`src/rtl/boot_loader_pkg.sv`:
```
// Shared definitions for the UART boot loader: FSM state encoding,
// response byte constants, default frame start marker and the running
// checksum helper.
package boot_loader_pkg;

  typedef enum logic [2:0] {
    ST_IDLE   = 3'd0,
    ST_LEN_LO = 3'd1,
    ST_LEN_HI = 3'd2,
    ST_DATA   = 3'd3,
    ST_CSUM   = 3'd4,
    ST_RESP   = 3'd5
  } state_e;

  localparam logic [7:0] ACK_BYTE     = 8'h06;
  localparam logic [7:0] NAK_BYTE     = 8'h15;
  localparam logic [7:0] DEFAULT_SYNC = 8'hA5;

  // 8-bit wrap-around checksum step.
  function automatic logic [7:0] csum_add(input logic [7:0] acc, input logic [7:0] b);
    return acc + b;
  endfunction

endpackage

```
`src/rtl/sync_2ff.sv`:
```
// Two-flop synchronizer for a single asynchronous level.
// Ports: clk/rstb (async active-low reset), d_i async input, q_o synchronized output.
module sync_2ff #(
  parameter logic RESET_VAL = 1'b1
) (
  input  logic clk,
  input  logic rstb,
  input  logic d_i,
  output logic q_o
);

  logic [1:0] sync_q;

  // Shift the async level through two flops.
  always_ff @(posedge clk or negedge rstb) begin
    if (!rstb) begin
      sync_q <= {2{RESET_VAL}};
    end else begin
      sync_q <= {sync_q[0], d_i};
    end
  end

  assign q_o = sync_q[1];

endmodule

```
`src/rtl/uart_boot_loader.sv`:
```
// UART firmware boot loader. Parses SYNC, LEN_LO, LEN_HI, 4*N data bytes
// (little-endian words) and CSUM from the UART receiver, writes words to
// instruction RAM, and answers ACK/NAK through the UART transmitter.
// Ports: clk, rstb (async active-low), upgrade_en_b (async switch, active-low),
// rx_valid/rx_data (receiver), tx_busy/tx_valid/tx_data (transmitter),
// mem_wr_en/mem_addr/mem_wr_data (RAM write port), cpu_hold, done, error.
module uart_boot_loader
  import boot_loader_pkg::*;
#(
  parameter int         XLEN        = 32,
  parameter int         ADDR_W      = 12,
  parameter int         TIMEOUT_CYC = 500000,
  parameter logic [7:0] SYNC_BYTE   = DEFAULT_SYNC
) (
  input  logic              clk,
  input  logic              rstb,
  input  logic              upgrade_en_b,
  input  logic              rx_valid,
  input  logic [7:0]        rx_data,
  input  logic              tx_busy,
  output logic              tx_valid,
  output logic [7:0]        tx_data,
  output logic              mem_wr_en,
  output logic [ADDR_W-1:0] mem_addr,
  output logic [XLEN-1:0]   mem_wr_data,
  output logic              cpu_hold,
  output logic              done,
  output logic              error
);

  localparam int          GAP_W = $clog2(TIMEOUT_CYC + 1);
  localparam int unsigned DEPTH = 32'd1 << ADDR_W;

  state_e            state_q, state_d;
  logic              en_b_sync_s, en_s, in_frame_s, abort_s, timeout_s;
  logic [7:0]        len_lo_q, len_lo_d, acc_q, acc_d, resp_q, resp_d;
  logic [15:0]       cnt_q, cnt_d;
  logic [1:0]        bidx_q, bidx_d;
  logic [23:0]       word_q, word_d;
  logic [GAP_W-1:0]  gap_q, gap_d;
  logic              full_q, full_d, len_ovf_q, len_ovf_d;
  logic              tx_valid_q, tx_valid_d, mem_wr_en_q, mem_wr_en_d;
  logic [7:0]        tx_data_q, tx_data_d;
  logic [ADDR_W-1:0] mem_addr_q, mem_addr_d;
  logic [XLEN-1:0]   mem_wr_data_q, mem_wr_data_d;
  logic              done_q, done_d, error_q, error_d, cpu_hold_q, cpu_hold_d;

  sync_2ff #(.RESET_VAL(1'b1)) u_en_sync (
    .clk  (clk),
    .rstb (rstb),
    .d_i  (upgrade_en_b),
    .q_o  (en_b_sync_s)
  );

  assign en_s       = ~en_b_sync_s;
  assign in_frame_s = (state_q == ST_LEN_LO) || (state_q == ST_LEN_HI) ||
                      (state_q == ST_DATA)   || (state_q == ST_CSUM);
  assign abort_s    = in_frame_s && !en_s;
  assign timeout_s  = in_frame_s && (gap_q >= GAP_W'(TIMEOUT_CYC));

  // State register.
  always_ff @(posedge clk or negedge rstb) begin
    if (!rstb) begin
      state_q <= ST_IDLE;
    end else begin
      state_q <= state_d;
    end
  end

  // Next-state logic; abort and timeout override any received byte.
  always_comb begin
    state_d = state_q;
    if (abort_s || timeout_s) begin
      state_d = ST_IDLE;
    end else begin
      case (state_q)
        ST_IDLE:   state_d = (en_s && rx_valid && rx_data == SYNC_BYTE) ? ST_LEN_LO : ST_IDLE;
        ST_LEN_LO: state_d = rx_valid ? ST_LEN_HI : ST_LEN_LO;
        ST_LEN_HI: begin
          if (rx_valid) begin
            state_d = ({rx_data, len_lo_q} != 16'd0) ? ST_DATA : ST_CSUM;
          end else begin
            state_d = ST_LEN_HI;
          end
        end
        ST_DATA:   state_d = (rx_valid && bidx_q == 2'd3 && cnt_q == 16'd1) ? ST_CSUM : ST_DATA;
        ST_CSUM:   state_d = rx_valid ? ST_RESP : ST_CSUM;
        ST_RESP:   state_d = tx_busy ? ST_RESP : ST_IDLE;
        default:   state_d = ST_IDLE;
      endcase
    end
  end

  // Output and datapath next values (all outputs are registered).
  always_comb begin
    len_lo_d      = len_lo_q;
    acc_d         = acc_q;
    resp_d        = resp_q;
    cnt_d         = cnt_q;
    bidx_d        = bidx_q;
    word_d        = word_q;
    full_d        = full_q;
    len_ovf_d     = len_ovf_q;
    tx_valid_d    = 1'b0;
    tx_data_d     = tx_data_q;
    mem_wr_en_d   = 1'b0;
    mem_addr_d    = mem_addr_q;
    mem_wr_data_d = mem_wr_data_q;
    done_d        = done_q;
    error_d       = error_q;
    gap_d         = (in_frame_s && !rx_valid) ? gap_q + GAP_W'(1) : '0;
    cpu_hold_d    = en_s || (state_d != ST_IDLE);

    // Advance after the write cycle so address is stable during the strobe;
    // the top address saturates and further writes are blocked.
    if (mem_wr_en_q) begin
      if (mem_addr_q == {ADDR_W{1'b1}}) begin
        full_d = 1'b1;
      end else begin
        mem_addr_d = mem_addr_q + ADDR_W'(1);
      end
    end else begin
      full_d = full_q;
    end

    if (abort_s || timeout_s) begin
      error_d = 1'b1;
    end else begin
      case (state_q)
        ST_IDLE: begin
          if (en_s && rx_valid && rx_data == SYNC_BYTE) begin
            done_d     = 1'b0;
            error_d    = 1'b0;
            acc_d      = 8'h00;
            bidx_d     = 2'd0;
            mem_addr_d = '0;
            full_d     = 1'b0;
            len_ovf_d  = 1'b0;
          end else begin
            acc_d = acc_q;
          end
        end
        ST_LEN_LO: begin
          if (rx_valid) begin
            len_lo_d = rx_data;
            acc_d    = csum_add(acc_q, rx_data);
          end else begin
            len_lo_d = len_lo_q;
          end
        end
        ST_LEN_HI: begin
          if (rx_valid) begin
            cnt_d     = {rx_data, len_lo_q};
            len_ovf_d = 32'({rx_data, len_lo_q}) > DEPTH;
            acc_d     = csum_add(acc_q, rx_data);
          end else begin
            cnt_d = cnt_q;
          end
        end
        ST_DATA: begin
          if (rx_valid) begin
            acc_d  = csum_add(acc_q, rx_data);
            bidx_d = bidx_q + 2'd1;
            if (bidx_q == 2'd3) begin
              mem_wr_en_d   = !full_q;
              mem_wr_data_d = {rx_data, word_q};
              cnt_d         = cnt_q - 16'd1;
            end else begin
              word_d = {rx_data, word_q[23:8]};
            end
          end else begin
            bidx_d = bidx_q;
          end
        end
        ST_CSUM: begin
          if (rx_valid) begin
            resp_d = (rx_data == acc_q && !len_ovf_q) ? ACK_BYTE : NAK_BYTE;
          end else begin
            resp_d = resp_q;
          end
        end
        ST_RESP: begin
          if (!tx_busy) begin
            tx_valid_d = 1'b1;
            tx_data_d  = resp_q;
            if (resp_q == ACK_BYTE) begin
              done_d = 1'b1;
            end else begin
              error_d = 1'b1;
            end
          end else begin
            tx_valid_d = 1'b0;
          end
        end
        default: begin
          error_d = error_q;
        end
      endcase
    end
  end

  // Datapath and output registers.
  always_ff @(posedge clk or negedge rstb) begin
    if (!rstb) begin
      len_lo_q      <= 8'h00;
      acc_q         <= 8'h00;
      resp_q        <= 8'h00;
      cnt_q         <= 16'd0;
      bidx_q        <= 2'd0;
      word_q        <= 24'd0;
      gap_q         <= '0;
      full_q        <= 1'b0;
      len_ovf_q     <= 1'b0;
      tx_valid_q    <= 1'b0;
      tx_data_q     <= 8'h00;
      mem_wr_en_q   <= 1'b0;
      mem_addr_q    <= '0;
      mem_wr_data_q <= '0;
      done_q        <= 1'b0;
      error_q       <= 1'b0;
      cpu_hold_q    <= 1'b0;
    end else begin
      len_lo_q      <= len_lo_d;
      acc_q         <= acc_d;
      resp_q        <= resp_d;
      cnt_q         <= cnt_d;
      bidx_q        <= bidx_d;
      word_q        <= word_d;
      gap_q         <= gap_d;
      full_q        <= full_d;
      len_ovf_q     <= len_ovf_d;
      tx_valid_q    <= tx_valid_d;
      tx_data_q     <= tx_data_d;
      mem_wr_en_q   <= mem_wr_en_d;
      mem_addr_q    <= mem_addr_d;
      mem_wr_data_q <= mem_wr_data_d;
      done_q        <= done_d;
      error_q       <= error_d;
      cpu_hold_q    <= cpu_hold_d;
    end
  end

  assign tx_valid    = tx_valid_q;
  assign tx_data     = tx_data_q;
  assign mem_wr_en   = mem_wr_en_q;
  assign mem_addr    = mem_addr_q;
  assign mem_wr_data = mem_wr_data_q;
  assign cpu_hold    = cpu_hold_q;
  assign done        = done_q;
  assign error       = error_q;

endmodule

```
`config.mk`:
```
export PLATFORM = sky130hd
export DESIGN_NAME = uart_boot_loader
export DESIGN_NICKNAME = d
export VERILOG_FILES = /design/src/rtl/boot_loader_pkg.sv /design/src/rtl/sync_2ff.sv /design/src/rtl/uart_boot_loader.sv
export SDC_FILE = /design/constraint.sdc
export NUM_CORES = 1
export LEC_CHECK = 0
export BUFFER_PORTS_ARGS = -buffer_cell sky130_fd_sc_hd__buf_2
export CELL_PAD_IN_SITES_DETAIL_PLACEMENT = 1
export CELL_PAD_IN_SITES_GLOBAL_PLACEMENT = 1
export CORE_MARGIN = 3
export CORE_UTILIZATION = 43
export DETAILED_ROUTE_END_ITERATION = 8
export PLACE_DENSITY = 0.89
export SLEW_MARGIN = 20
export SYNTH_ARGS = -nofsm -noshare
export SYNTH_HDL_FRONTEND = slang
export SYNTH_SLANG_ARGS = --single-unit
```
`constraint.sdc`:
```
create_clock -name clk -period 1.9 [get_ports clk]
set_input_delay 0.57 -clock clk [delete_from_list [all_inputs] [get_ports clk]]
set_output_delay 0.57 -clock clk [all_outputs]
set_load 0.05 [all_outputs]
```
### Yosys cells after proc, flatten, opt, wreduce, memory -nomap -nowiden

Index checks and enable logic that the tools add are counted.

| word-level totals | value |
|---|---|
| register bits | 149 |
| input port bits | 13 |
| output and inout port bits | 57 |

| operators by class | value |
|---|---|
| add/subtract/negate cells | 5 |
| order comparisons | 2 |
| equal/unequal tests | 21 |
| multiplexer cells | 48 |
| bitwise logic cells | 4 |
| reductions and logical operators | 37 |

Operator list:

| kind | count |
|---|---|
| $mux W12 | 5 |
| $mux W16 | 3 |
| $pmux W16 S2 | 1 |
| $reduce_and A4 Y1 | 6 |
| $mux W1 | 21 |
| $add A19 B1 Y19 const B | 1 |
| $ge A19 B19 Y1 const B | 1 |
| $mux W19 | 1 |
| $pmux W3 S6 | 1 |
| $eq A16 B1 Y1 const B | 1 |
| $gt A16 B13 Y1 const B | 1 |
| $mux W8 | 2 |
| $pmux W8 S2 | 1 |
| $reduce_bool A16 Y1 | 1 |
| $sub A16 B1 Y16 const B | 1 |
| $mux W3 | 5 |
| $add A12 B1 Y12 const B | 1 |
| $eq A12 B12 Y1 const B | 1 |
| $ne A2 B2 Y1 const B | 5 |
| $reduce_and A5 Y1 | 2 |
| $reduce_bool A2 Y1 | 5 |
| $ne A3 B3 Y1 const B | 3 |
| $reduce_and A3 Y1 | 3 |
| $add A8 B8 Y8 | 1 |
| 20 further kinds | 44 |

### Logic depth before layout (Yosys ltp)

| depth | value |
|---|---|
| depth after elaboration | 9 |
| gate-level depth with buffers | 9 |

### By module

From an unflattened synthesis, not the netlist that was laid out.

| unflattened totals | value |
|---|---|
| cells, all modules | 601 |
| area, all modules | 6891.6 sq um |

Modules (own cells, without submodules):

| module | times used | cells each | area each (sq um) | seq. area each (sq um) |
|---|---|---|---|---|
| uart_boot_loader | 1 | 599 | 6839.1 | 3428.3 |
| sync_2ff | 1 | 2 | 52.6 | 52.6 |

### Least setup slack after synthesis

Ideal clock, no wire load.

| timing | value |
|---|---|
| path kind | flip-flop to flip-flop |
| start | register gap_q[12] |
| end | register mem_wr_data_q[0], in the netlist mem_wr_data[0] |
| arrival | 1879 ps |
| required time | 1775 ps |
| setup slack | -104 ps |
| stages on the path, launching flop included | 9 |
| path through | dfrtp_1 > nor4_1 > nand3_1 > nand2_4 > o2111a_2 > and2_4 > buf_6 > buf_6 > mux2_4 |

| between the ends | value |
|---|---|
| cells in the longest elaborated chain, start to end | 5 |

Ends and longest elaborated chain:

| what | line | text |
|---|---|---|
| start, declared | uart_boot_loader.sv:40 | `logic [GAP_W-1:0] gap_q, gap_d;` |
| start signal, assigned | uart_boot_loader.sv:229 | `gap_q <= gap_d;` |
| $ge A19 B19 Y1 | uart_boot_loader.sv:59 | `assign timeout_s = in_frame_s && (gap_q >= GAP_W'(TIMEOUT_CYC));` |
| $logic_and A1 B1 Y1 | uart_boot_loader.sv:59 |  |
| $logic_or A1 B1 Y1 | uart_boot_loader.sv:126 | `if (abort_s \|\| timeout_s) begin` |
| $not A1 Y1 (no source line) | -- |  |
| $reduce_and A4 Y1 (no source line) | -- |  |
| end signal, assigned | uart_boot_loader.sv:236 | `mem_wr_data_q <= mem_wr_data_d;` |
| end, declared | uart_boot_loader.sv:45 | `logic [XLEN-1:0] mem_wr_data_q, mem_wr_data_d;` |

Every way passes these cells.
A chain may end at the register's enable or synchronous reset.

### Worst setup path after layout

| timing | value |
|---|---|
| start | register state_q[2] |
| end | register cnt_q[13] |

| between the ends | value |
|---|---|
| cells in the longest elaborated chain, start to end | 8 |
| elaborated cells between the ends (all ways) | 17 |

Ends and longest elaborated chain:

| what | line | text |
|---|---|---|
| start, declared | uart_boot_loader.sv:34 | `state_e state_q, state_d;` |
| start signal, assigned | uart_boot_loader.sv:66 | `state_q <= state_d;` |
| $eq A3 B1 Y1 or $eq A3 B2 Y1 (tied branches) | uart_boot_loader.sv:56, uart_boot_loader.sv:129 |  |
| $logic_or A1 B1 Y1 (2 in a row) | uart_boot_loader.sv:56 | `assign in_frame_s = (state_q == ST_LEN_LO) \|\| (state_q == ST_LEN_HI) \|\|` |
| $logic_or A1 B1 Y1 | uart_boot_loader.sv:57 | `(state_q == ST_DATA) \|\| (state_q == ST_CSUM);` |
| $logic_and A1 B1 Y1, on equally long branches | uart_boot_loader.sv:58, uart_boot_loader.sv:59 |  |
| $logic_or A1 B1 Y1 | uart_boot_loader.sv:126 |  |
| $not A1 Y1 (no source line) | -- |  |
| $reduce_and A5 Y1 (no source line) | -- |  |
| end signal, assigned | uart_boot_loader.sv:226 | `cnt_q <= cnt_d;` |
| end, declared | uart_boot_loader.sv:37 | `logic [15:0] cnt_q, cnt_d;` |

Several ways; a longest one is shown, not always the timed one.

==> impl_results.md <==
- Status: finished with violations
- Violated checks: negative setup slack
- Largest net degree at the start of global routing: 60
- Die Ht: 132 um
- Hold path cells: 1
- Critical Path RT: 2.20 ns
- Rows: 45
- Drt via density: 5.99
- H-Tree Level Count: 4
- WP data arrival: 2.39 ns
- Routing usage on met3: 0.0477
- Number of I/O pins: 70
- Syn avg cell area: around 11 um^2
- Placed instance area: approximately 8000 um^2
- Sequential cell area: 3490 um^2
- IO buf count: 65
- Aggregate global-route resource usage: 0.259
- Starting density of the core: 0.445
- Final WL: 26.2 mm
- Filler cells: between 1500 and 2000
- Hold WC Path Type: input pin to register
- Synth Area in Compound Gates: 0.0970
- Via count: 5981
- Vias in the first global route: 6265
- Iter 0 DRT Violations: 509
- Worst-Skew Late Latency: ~0.44 ns
- Syn-to-layout area delta: 36.2%
- Final instance area: 9310 um^2
- Fin. Hold Viols: 0
- Simple-gate share of the synthesized area: 0.145
- Min Clock Period, post-route: 2.09 ns
- Synth top area cells: dfrtp_1 50%, mux2_4 11%, nor2_1 3.9%, a21oi_1 2.4%, ha_1 2.4%
- Slew Limit Fails: 0
- Distinct cells, synth: 67
- Unrepaired setup endpoints after global routing: yes
- Most Used Layer, Global Route: met2
- Placed cells: roughly 940
- Static leakage: ~4.2 nW
- Util after Layout: 0.606
- Reg clk slew, reported paths: around 0.07 ns
- DR WL/cell: 26.2 um
- Chip Width: about 130 um
- Post-Syn Area: between 6000 and 7000 um^2
- Final ANT Viol Nets: 0
- Critical path class: register to register
- Fmax: 479 MHz
- Post-synthesis mux area share: 0.143
- Post-synthesis sequential area ratio: 0.509
- Initial antenna violation count: 0
- CTS buffer count: 17
- Share of cells above drive strength 1: 0.450
- Main combinational cell family by area after synthesis: simple AND/OR/NAND/NOR gates
- HPWL after detailed placement: 14.1 mm
- Final period utilization: 1.10
- TritonCTS clock tree: done
- Fin cells: 998
- Crit. End Element: register
- XOR/XNOR Fraction of Synth Area: 0.0359
- DRC viols: 0
- Primary FF master, synth: dfrtp_1
- Core footprint: 15400 um^2
- Fin nets: around 800
- Max Cap Violations: 0
- Max Root-Sink Buffers: 2
- First-pass GRT wire length: 35.3 mm
- Post-synth EDFFs: 0
- Synth area leader: dfrtp_1
- Adder-Cell Fraction of Synth Area: 0.0267
- Top cell type's share of synthesized area: 0.501
- Post-synthesis register bit count: approximately 140
- CP Launch Type: register
- Routing usage on met1: 0.284
- R2R depth: 7
- Multi-input logic area: 3550 um^2
- YS warnings: 0
- Drt pass-1 iters: 5
- GRT Residual Overflow: 0
- Worst-path maximum fanout: 21
- Antenna cells: 0
- Cells after synthesis: 610
- P per Cell Area: about 1400 nW/um^2
- Final setup vio count: 87
- Final Skew: ~0.014 ns
- Clk sinks: approximately 140
- Root buf cell: clkbuf_16
- Worst Slack Setup Final: -0.189 ns
- Met2 Use GR: 0.479
- RD Place Congestion: ~0.90
- Async SR Flop Fraction: 1.00
- Die Area: around 17000 um^2
- Worst vdd rail ir drop: 0.828 mV
power by group:
part / switching, W / internal [W]
clock: 0.00159 / 0.00202
sequential: 0.000836 / 0.00364
combinational: 0.00259 / 0.00204
placed cells by master (no fill, tap or decap), types with 4 or more instances in the layout:
master and count:
a21oi_1 27, a21oi_2 5, o21ai_0 18, ha_1 8, dfrtp_1 133, nand4_1 10
nor3_1 10, a31oi_1 4, ha_4 5, buf_6 6, nor2_1 64, buf_4 89
inv_1 20, nor2_4 5, mux2_4 62, clkbuf_16 18, inv_8 7, buf_12 9
conb_1 4, nor3_2 6, nand2_1 25, xnor2_1 12, nand3_1 23, xor2_1 16
and3_1 6, o21ai_1 7, buf_2 66, o21ai_2 10, dfrtp_2 4, nor2_2 4
cell families after synthesis:
| kind of cell | after synthesis |
|---|---|
| other cells | 1 |
| compound gates | 108 |
| simple gates | 197 |
| xor+xnor | 28 |
| fa+ha+maj | 14 |
| flops | 139 |
| mux | 71 |
| buf+inv | 52 |
stage by stage:
stage	total power, W	setup WS [ns]	setup TNS (ns)	hold WS (ns)
floorplan	0.00653	-0.0958	-4.61	0.274
global placement	0.00759	-0.223	-7.68	0.347
detailed placement	0.00795	-0.275	-15.03	0.356
CTS	0.0118	-0.166	-7.12	0.225
global route	0.0132	-0.252	-15.68	0.218
finish	0.0127	-0.189	-8.80	0.233
worst max-delay path, cell delays in order (launching register included):
cell and delay (ns):
dfrtp_1 0.47, nor2b_1 0.30, nand2_1 0.19, buf_4 0.27
nor2_1 0.25, nand3_1 0.16, o21ai_0 0.17, a21oi_1 0.16
synth_stat cells (7+ instances only):
master / n
xor2_1: 16
nand4_1: 10
mux2_4: 49
nand3_1: 27
nor3_1: 16
dfrtp_1: 137
ha_1: 13
nand2_1: 25
nor4_1: 8
xnor2_1: 12
a21oi_1: 33
nor2_1: 71
inv_1: 21
mux2_1: 7
clkbuf_1: 13
o21ai_0: 32
mux2_2: 12
sequential cells by signal (all words and copies together) (netlist names):
signal and flops:
acc_q 8, bidx_q 2, cnt_q 16, cpu_hold 1
done 1, error 1, full_q 1, gap_q 19
len_lo_q 8, len_ovf_q 1, mem_addr 12, mem_wr_data 32
mem_wr_en 1, resp_q 3, state_q 3, tx_data 3
tx_valid 1, u_en_sync.sync_q 2, word_q 24
path summary, 6_finish.rpt:
path | to | slack [ns] | start
min | u_en_sync.sync_q[0] | 0.23 | upgrade_en_b
max reg2reg | cnt_q[13] | -0.19 | state_q[2]
max | cnt_q[13] | -0.19 | state_q[2]
min reg2reg | u_en_sync.sync_q[1] | 0.36 | u_en_sync.sync_q[0]
min in group asynchronous | tx_valid | 0.55 | rstb
max in group asynchronous | u_en_sync.sync_q[1] | 0.72 | rstb
what timing repair did:
action / in CTS / in global routing
endpoints found under the setup margin: 86 / 97
endpoints found under the hold margin: 17 / 0
pin swaps: 6 / 16
buffers inserted: 4 / 19
resized for setup: 30 / 79
hold buffers: 1 / 0
gates cloned: 1 / 3
final cells by class:
cell class              count  share of cell area
well taps                 211              0.0283
repair buffers            173               0.141
clock buffers              17              0.0457
flip-flops and latches    139               0.374
clock inverters            15              0.0214
multi-input cells         422               0.381
inverters                  21             0.00846
routing by layer:
| metal | part of all wire | routed length (um) | vias to the layer above |
|---|---|---|---|
| li1 | - | - | 2496 |
| met1 | 0.36 | 9440 | 3048 |
| met2 | 0.53 | 13700 | 304 |
| met3 | 0.050 | 1320 | 133 |
| met4 | 0.064 | 1680 | 0 |
| met5 | 0 | 0 | - |
No activity file was read; power rests on OpenSTA's default activity.
